==> src/rtl/alu_pkg.sv <==
// ---------------------------------------------------------------------------
// alu_pkg
// Shared constants for the ALU control path: main-decoder aluop classes,
// R-type funct opcodes, the alucontrol codes those map to, and the state
// type of the multi-cycle operation sequencer.
// ---------------------------------------------------------------------------
package alu_pkg;

  // Main-decoder ALU classes carried on aluop
  localparam logic [1:0] ALUOP_MEM    = 2'b00;
  localparam logic [1:0] ALUOP_BRANCH = 2'b01;
  localparam logic [1:0] ALUOP_RTYPE  = 2'b10;
  localparam logic [1:0] ALUOP_OTHER  = 2'b11;

  // R-type funct opcodes
  localparam logic [10:0] FUNCT_ADD  = 11'b10001011000;
  localparam logic [10:0] FUNCT_SUB  = 11'b11001011000;
  localparam logic [10:0] FUNCT_AND  = 11'b10001010000;
  localparam logic [10:0] FUNCT_ORR  = 11'b10101010000;
  localparam logic [10:0] FUNCT_LSL  = 11'b11010011011;
  localparam logic [10:0] FUNCT_LSR  = 11'b11010011010;
  localparam logic [10:0] FUNCT_MUL  = 11'b10011011000;
  localparam logic [10:0] FUNCT_UDIV = 11'b10011010110;

  // alucontrol codes
  localparam logic [3:0] ALU_AND   = 4'b0000;
  localparam logic [3:0] ALU_ORR   = 4'b0001;
  localparam logic [3:0] ALU_ADD   = 4'b0010;
  localparam logic [3:0] ALU_LSL   = 4'b0011;
  localparam logic [3:0] ALU_LSR   = 4'b0100;
  localparam logic [3:0] ALU_SUB   = 4'b0110;
  localparam logic [3:0] ALU_PASSB = 4'b0111;
  localparam logic [3:0] ALU_MUL   = 4'b1000;
  localparam logic [3:0] ALU_UDIV  = 4'b1001;

  // Sequencer states
  typedef enum logic [1:0] {
    ST_IDLE = 2'b00,
    ST_MUL  = 2'b01,
    ST_DIV  = 2'b10,
    ST_DONE = 2'b11
  } seq_state_t;

endpackage

==> src/rtl/alu_funct_decode.sv <==
// ---------------------------------------------------------------------------
// alu_funct_decode
// Purely combinational aluop/funct decoder.
// Ports:
//   i_aluop   - main-decoder ALU class
//   i_funct   - R-type opcode field
//   o_code    - alucontrol code for these inputs
//   o_multi   - operation needs the iterative multi-cycle datapath
//   o_illegal - R-type class with an unrecognised funct
// ---------------------------------------------------------------------------
module alu_funct_decode
  import alu_pkg::*;
#(
  parameter int CW = 4
) (
  input  logic [1:0]    i_aluop,
  input  logic [10:0]   i_funct,
  output logic [CW-1:0] o_code,
  output logic          o_multi,
  output logic          o_illegal
);

  // Map the ALU class first; only the R-type class looks at funct.
  // Unknown R-type opcodes fall back to code 0000 and raise the illegal flag;
  // whether that flag matters (valid instruction, idle sequencer) is decided
  // by the sequencer.
  always_comb begin
    o_code    = CW'(ALU_AND);
    o_multi   = 1'b0;
    o_illegal = 1'b0;
    case (i_aluop)
      ALUOP_MEM:    o_code = CW'(ALU_ADD);
      ALUOP_BRANCH: o_code = CW'(ALU_PASSB);
      ALUOP_RTYPE: begin
        case (i_funct)
          FUNCT_ADD:  o_code = CW'(ALU_ADD);
          FUNCT_SUB:  o_code = CW'(ALU_SUB);
          FUNCT_AND:  o_code = CW'(ALU_AND);
          FUNCT_ORR:  o_code = CW'(ALU_ORR);
          FUNCT_LSL:  o_code = CW'(ALU_LSL);
          FUNCT_LSR:  o_code = CW'(ALU_LSR);
          FUNCT_MUL: begin
            o_code  = CW'(ALU_MUL);
            o_multi = 1'b1;
          end
          FUNCT_UDIV: begin
            o_code  = CW'(ALU_UDIV);
            o_multi = 1'b1;
          end
          default: begin
            o_code    = CW'(ALU_AND);
            o_illegal = 1'b1;
          end
        endcase
      end
      default: o_code = CW'(ALU_AND);
    endcase
  end

endmodule

==> src/rtl/alu_op_sequencer.sv <==
// ---------------------------------------------------------------------------
// alu_op_sequencer
// ALU control unit that decodes aluop/funct every cycle and sequences the
// N-step multiply and unsigned-divide operations of an iterative datapath.
// Ports:
//   clk, reset  - single clock, synchronous active-high reset
//   valid_i     - aluop/funct carry a live instruction
//   aluop       - main-decoder ALU class
//   funct       - R-type opcode field
//   alucontrol  - ALU operation code for the current cycle
//   stall       - hold the pipeline front end (accept cycle + N step cycles)
//   step_en     - iterative datapath performs one step
//   last_step   - current step is the N-th
//   done        - one-cycle pulse, multi-cycle result valid
//   illegal     - one-cycle pulse, unrecognised R-type funct while idle
// ---------------------------------------------------------------------------
module alu_op_sequencer
  import alu_pkg::*;
#(
  parameter int N  = 64,
  parameter int CW = 4
) (
  input  logic          clk,
  input  logic          reset,
  input  logic          valid_i,
  input  logic [1:0]    aluop,
  input  logic [10:0]   funct,
  output logic [CW-1:0] alucontrol,
  output logic          stall,
  output logic          step_en,
  output logic          last_step,
  output logic          done,
  output logic          illegal
);

  localparam int CNT_W = $clog2(N);
  localparam logic [CNT_W-1:0] LAST_COUNT = CNT_W'(N - 1);

  seq_state_t       r_state;
  seq_state_t       w_nextState;
  logic [CNT_W-1:0] r_count;
  logic [CW-1:0]    r_code;

  logic [CW-1:0]    w_decCode;
  logic             w_decMulti;
  logic             w_decIllegal;
  logic             w_accept;
  logic             w_stepping;
  logic             w_lastCount;

  alu_funct_decode #(
    .CW(CW)
  ) u_decode (
    .i_aluop  (aluop),
    .i_funct  (funct),
    .o_code   (w_decCode),
    .o_multi  (w_decMulti),
    .o_illegal(w_decIllegal)
  );

  assign w_accept    = (r_state == ST_IDLE) && valid_i && w_decMulti;
  assign w_stepping  = (r_state == ST_MUL) || (r_state == ST_DIV);
  assign w_lastCount = w_stepping && (r_count == LAST_COUNT);

  // Next-state logic. Inputs only matter in IDLE; once an operation is
  // accepted the sequence runs N step cycles and one DONE cycle regardless
  // of what arrives on valid_i/aluop/funct.
  always_comb begin
    w_nextState = r_state;
    case (r_state)
      ST_IDLE: begin
        if (w_accept) begin
          w_nextState = (w_decCode == CW'(ALU_MUL)) ? ST_MUL : ST_DIV;
        end
      end
      ST_MUL, ST_DIV: begin
        if (w_lastCount) begin
          w_nextState = ST_DONE;
        end
      end
      ST_DONE: w_nextState = ST_IDLE;
      default: w_nextState = ST_IDLE;
    endcase
  end

  // State, step counter and latched code. The code is captured on the
  // accept cycle so later funct changes cannot disturb the running op; the
  // counter is cleared on accept and wraps to 0 on the final step.
  always_ff @(posedge clk) begin
    if (reset) begin
      r_state <= ST_IDLE;
      r_count <= '0;
      r_code  <= '0;
    end else begin
      r_state <= w_nextState;
      if (w_accept) begin
        r_count <= '0;
        r_code  <= w_decCode;
      end else if (w_stepping) begin
        r_count <= w_lastCount ? '0 : r_count + 1'b1;
      end
    end
  end

  // Output decode. Everything is forced low while reset is high so the
  // front end sees a quiet control unit during reset, independent of the
  // registered state.
  always_comb begin
    alucontrol = '0;
    stall      = 1'b0;
    step_en    = 1'b0;
    last_step  = 1'b0;
    done       = 1'b0;
    illegal    = 1'b0;
    if (!reset) begin
      case (r_state)
        ST_IDLE: begin
          alucontrol = w_decCode;
          stall      = w_accept;
          illegal    = valid_i && w_decIllegal;
        end
        ST_MUL, ST_DIV: begin
          alucontrol = r_code;
          stall      = 1'b1;
          step_en    = 1'b1;
          last_step  = w_lastCount;
        end
        ST_DONE: begin
          alucontrol = r_code;
          done       = 1'b1;
        end
        default: alucontrol = '0;
      endcase
    end
  end

endmodule
==> config.mk <==
export PLATFORM = sky130hd
export DESIGN_NAME = alu_op_sequencer
export DESIGN_NICKNAME = d
export VERILOG_FILES = /design/src/rtl/alu_pkg.sv /design/src/rtl/alu_funct_decode.sv /design/src/rtl/alu_op_sequencer.sv
export SDC_FILE = /design/constraint.sdc
export NUM_CORES = 1
export LEC_CHECK = 0
export ABC_CLOCK_PERIOD_IN_PS = 1800
export BUFFER_PORTS_ARGS = -buffer_cell sky130_fd_sc_hd__clkbuf_2
export CAP_MARGIN = 10
export CORE_MARGIN = 2
export CORE_UTILIZATION = 30
export CTS_BUF_LIST = sky130_fd_sc_hd__clkbuf_4 sky130_fd_sc_hd__clkbuf_8
export CTS_CLUSTER_SIZE = 30
export DETAILED_ROUTE_END_ITERATION = 12
export GPL_TIMING_DRIVEN = 0
export PLACE_DENSITY = 0.59
export SLEW_MARGIN = 5
export SYNTH_ARGS = -nofsm -noshare
export SYNTH_HDL_FRONTEND = slang
export SYNTH_SLANG_ARGS = --single-unit
==> constraint.sdc <==
create_clock -name clk -period 1.8 [get_ports clk]
set_input_delay 0.45 -clock clk [delete_from_list [all_inputs] [get_ports clk]]
set_output_delay 0.45 -clock clk [all_outputs]
set_load 0.01 [all_outputs]
Word level (Yosys, flattened, before mapping)
Cells that the tools add are included.
- register bits: 12
- input bits: 16
- output and inout bits: 9
- logic and storage cells: 57
- $add $sub $neg: 1
- eq/ne operators: 17
- mux-type cells: 23
- reduce and logical (&&, ||, !) cells: 13
- operator list (operator ; count):
    $eq 11x11->1 const B ; 8
    $pmux 4 s7 ; 1
    $mux 1 ; 13
    $pmux 4 s3 ; 1
    $pmux 4 s2 ; 1
    $reduce_or 8->1 ; 1
    $add 6x1->6 const B ; 1
    $eq 2x2->1 const B ; 3
    $eq 6x6->1 const B ; 1
    $mux 2 ; 3
    $mux 6 ; 1
    $pmux 2 s3 ; 1
    $reduce_or 2->1 ; 3
    $eq 2x1->1 const B ; 2
    $eq 4x4->1 const B ; 1
    $logic_and 1x1->1 ; 4
    $logic_not 2->1 ; 2
    $mux 4 ; 1
    $ne 2x2->1 const B ; 2
    $reduce_or 3->1 ; 1
    $pmux 1 s2 ; 1
    $reduce_and 2->1 ; 1
    $logic_or 1x1->1 ; 1

Depth between registers and ports, before layout
- depth after elaboration: 7
- mapped depth: 7
- mapped depth without buffers: 6

Cells and area by module
From an unflattened synthesis, not the netlist that was laid out.
- cell total of the unflattened synthesis: 112
- area, all modules: 924.6 µm²
- modules (own cells, without submodules) (module ; times used ; cells each ; area each (µm²) ; sequential area each (µm²)):
    alu_op_sequencer ; 1 ; 80 ; 703.2 ; 240.2
    alu_funct_decode ; 1 ; 32 ; 221.5 ; 0.0

Worst setup path before layout
Ideal clock, no wire load.
- kind: in2out
- start: in funct[1]
- end: out stall
- arrival time: 1.654 ns
- data required time: 1.350 ns
- path slack: -0.304 ns
- cell stages on the path: 4
- buffers on the path: 0
- cell sequence: or3b_4 a2111oi_4 nor2_1 nor3_1
- cells in the longest elaborated chain, start to end: 7
- elaborated cells between the ends (all ways): 8
- those cells by class: eq/ne (2); mux (4); reduce/logical (2)
- RTL lines (item ; line ; RTL):
    start: declaration ; alu_op_sequencer.sv:27 ; input logic [10:0] funct,
    $eq 11x11->1 ; alu_funct_decode.sv:35 ; case (i_funct)
    $reduce_or 2->1 (no line) * ; - ;
    $mux 1 * ; alu_funct_decode.sv:35 ;
    $mux 1 * ; alu_funct_decode.sv:31 ; case (i_aluop)
    $logic_and 1x1->1 * ; alu_op_sequencer.sv:61 ; assign w_accept = (r_state == ST_IDLE) && valid_i && w_decMulti;
    $pmux 1 s2 * ; alu_op_sequencer.sv:116 ; case (r_state)
    $mux 1 * ; alu_op_sequencer.sv:115 ; if (!reset) begin
    end: declaration ; alu_op_sequencer.sv:29 ; output logic stall,
Mark *: on every way between the ends. The rest lies on a longest branch, timed or not.

Worst setup path in the final report
- start: in funct[2]
- end: out alucontrol[0]
- cells in the longest elaborated chain, start to end: 5
- elaborated cells between the ends (all ways): 11
- those cells by class: eq/ne (7); mux (4)
- RTL lines (item ; line ; RTL):
    $eq 11x11->1 ; alu_funct_decode.sv:35 ;
    $pmux 4 s7 * ; alu_funct_decode.sv:35 ;
    $pmux 4 s3 * ; alu_funct_decode.sv:31 ;
    $pmux 4 s2 * ; alu_op_sequencer.sv:116 ;
    $mux 4 * ; alu_op_sequencer.sv:115 ;
    end: declaration ; alu_op_sequencer.sv:28 ; output logic [CW-1:0] alucontrol,
Marks and branches as above.

==> impl_metrics.tcl <==
set metrics [dict create \
    status "finished, violations left" \
    violations "setup timing" \
    grt_use_total_pct 15.0 \
    maxCapViolations 0 \
    dp_hpwl_um 1760 \
    timing.fmax_mhz 447 \
    worstPathArrival_ns 1.79 \
    synth_fa_ha_area_share_pct 5.38 \
    synth_fp_nets 138 \
    hold_buffers 0 \
    grt_pass1_wl_um 4160 \
    yosys.area_share.simple_pct 35.8 \
    finClkSkew_ns 0.00581 \
    ioPinCount 25 \
    io_buffers 24 \
    whs_path_depth 2 \
    chipWidth_um 59.7 \
    power_density_mw_per_mm2 505 \
    seqPwrFrac_pct 40.3 \
    rsz0062_at_grt "true" \
    drive_above_1_share_pct 46.8 \
    area_growth_pct 48.8 \
    diodes 0 \
    clkSlewWorstSetupHoldPaths_ns 0.07 \
    critPathMaxFanout 4 \
    detail_route.vias_per_cell 5.25 \
    relSlewSlack_pct 75.5 \
    clockRootBuffer "clkbuf_4" \
    maxSlewViolCount 0 \
    synth_edf_count 0 \
    grt.overflow.total 0 \
    synth_compound_area_share_pct 22.4 \
    first_iter_violations 41 \
    cts_made_buffers 3 \
    yosysWarningCount 0 \
    start_util_pct 31.0 \
    ys.flop_type "dfxtp_1" \
    clk_path_buf_depth 2 \
    combPwrFrac_pct 36.9 \
    htreeDepth 1 \
    grt_pass1_vias 984 \
    coreArea_sq_mm 0.00300 \
    drtPass1Iterations 4 \
    clock-sinks 12 \
    synth.largest_area_cell "dfxtp_1" \
    power.switching_uw 220 \
    dieArea_sq_mm 0.00356 \
    synth_top_family_by_area "simple AND/OR/NAND/NOR gates" \
    synth_xor_xnor_area_share_pct 1.88 \
    syn-cell-area_sq_um 931 \
    nets 180 \
    end_kind "primary output" \
    cts_tree "yes" \
    cp.required_ns 1.35 \
    nFillCells 296 \
    internal_power_uw 480 \
    fin_crit_ns 2.24 \
    power_uw 700 \
    yosys-top-cells-count "18 x nor2_1, 12 x dfxtp_1, 7 x inv_1, 7 x nand2_1, 7 x nand3_1" \
    synthMuxAreaShare_pct 3.90 \
    synth_top_area_share_pct 25.8 \
    p_sw_share_pct 31.4 \
    setup_slack_ns -0.438 \
    antenna_found_initial 0 \
    clkPwrFrac_pct 22.8 \
    crit_path_start_kind "input pin" \
    drt-total-wl_um 2550 \
    grt_max_degree 11 \
    worst_r2r_path_depth 7 \
    vias 1003 \
    worstHoldPathType "flip-flop to flip-flop" \
    ir_drop_mv 0.302 \
    seq_area_frac_synth_pct 25.8 \
    post-synth-top-count-cell "nor2_1" \
    finalSetupViolations 6 \
    yosys-top-cells-area "dfxtp_1 26%, nor2_1 7.3%, ha_1 5.4%" \
    yosysUniqueCellTypes 40 \
    tightest_slew_ns 0.359 \
    hold_violations 0 \
    synthArstFlopShare_pct 0 \
    place.gp.congestion 0.792 \
    antenna_left 0 \
    r2r_slack_ns 0.02 \
    num_rows 20 \
    drc 0 \
    min_period_over_period_pct 124 \
    leakagePower_uw 0.000553 \
    ys_ff_latch 12 \
    path_class "input pin to primary output" \
    dp_slack_ns -0.544 \
    post_drt_wl_per_cell_um 13.4 \
    die_y_um 59.7 \
    synth_area_per_cell_sq_um 7.89 \
    synth_cells 118 \
    worstSkewPairLatency_ns 0.27 \
]
-- per-stage QoR --
stage / util (%) / setup TNS (ns) / hold WS [ns] / std cells / instance area (sq um)
after floorplan: - / -0.786 / 0.409 / 118 / 971
after global placement: 37.7 / -4.99 / 0.418 / 175 / 1130
after detailed placement: 37.7 / -5.22 / 0.424 / 175 / 1130
after CTS: 43.1 / -2.21 / 0.436 / 186 / 1290
after global routing: 46.1 / -2.61 / 0.457 / 191 / 1390
final: 46.1 / -2.13 / 0.431 / 191 / 1390
-- logic make-up (layout without fill, tap and decap cells) --
kind of cell,Yosys count,count (layout)
AOI/OAI and AO/OA,27,27
xor gates and xnor gates,2,2
adders and majority gates,4,4
buffers and inverters,11,51
DFF,12,12
muxes,3,3
and+or+nand+nor,59,59
-- worst max-delay path, cell delays in order --
cell and delay (ns):
buf_8 0.10, or4bb_4 0.55, nand3b_1 0.19, o211a_1 0.17
a31oi_2 0.18, buf_2 0.15
-- area by class of cell --
type,count,area (sq um),area share (%)
buffer,3,17.5,1.26
clock buffer,3,22.5,1.63
inverter,7,31.3,2.26
multi-input combinational,95,758,54.7
sequential,12,253,18.2
tap,33,41.3,2.98
timing repair buffer,38,262,18.9
-- worst paths after layout --
kind / from / to
setup / recovery: funct[2] / alucontrol[0]
hold / removal: r_code[2] / r_code[2]
setup reg to reg: r_state[1] / r_state[1]
hold reg to reg: r_code[2] / r_code[2]
-- power groups by stage --
| stage | registers [uW] | logic, uW | clock network, uW |
|---|---|---|---|
| global placement | 286 | 196 | 0 |
| global route | 283 | 283 | 180 |
| CTS | 281 | 232 | 167 |
| detailed placement | 287 | 199 | 0 |
| finish | 282 | 258 | 160 |
| floorplan | 285 | 137 | 0 |
-- layout by cell type, fill, tap and decap left out, types with 2 or more instances in the layout --
cell type  instances
nor2_1            18
clkbuf_2          17
buf_4             15
dfxtp_1            8
nand2_1            7
nand3_1            6
a21oi_1            5
nand3b_1           5
o21ai_0            5
buf_2              5
inv_1              4
nor2b_1            3
a211oi_2           3
clkbuf_4           3
buf_8              3
dfxtp_4            3
inv_4              2
nor3b_2            2
nand2b_1           2
nor4_1             2
nor3_2             2
xor2_1             2
a211oi_1           2
ha_4               2
ha_1               2
-- sequential cells by signal, indices dropped and copies added (netlist names) --
register / count
r_count: 6
r_code: 4
r_state: 2
-- repair_timing --
item / 4_1_cts / 5_1_grt
endpoints found under the setup margin: 13 / 10
pin swaps: 9 / 11
setup buffers: 9 / 5
resized for setup: 19 / 23
-- metal layers --
| metal | track usage (%) | wire length (um) | part of all wire (%) |
|---|---|---|---|
| met1 | 17.3 | 1080 | 43 |
| met2 | 26.9 | 1330 | 52 |
| met3 | 1.95 | 120 | 4.7 |
| met4 | 7.30 | 17 | 0.67 |
| met5 | 0 | 0 | 0 |
(Power assumes the default switching activity.)
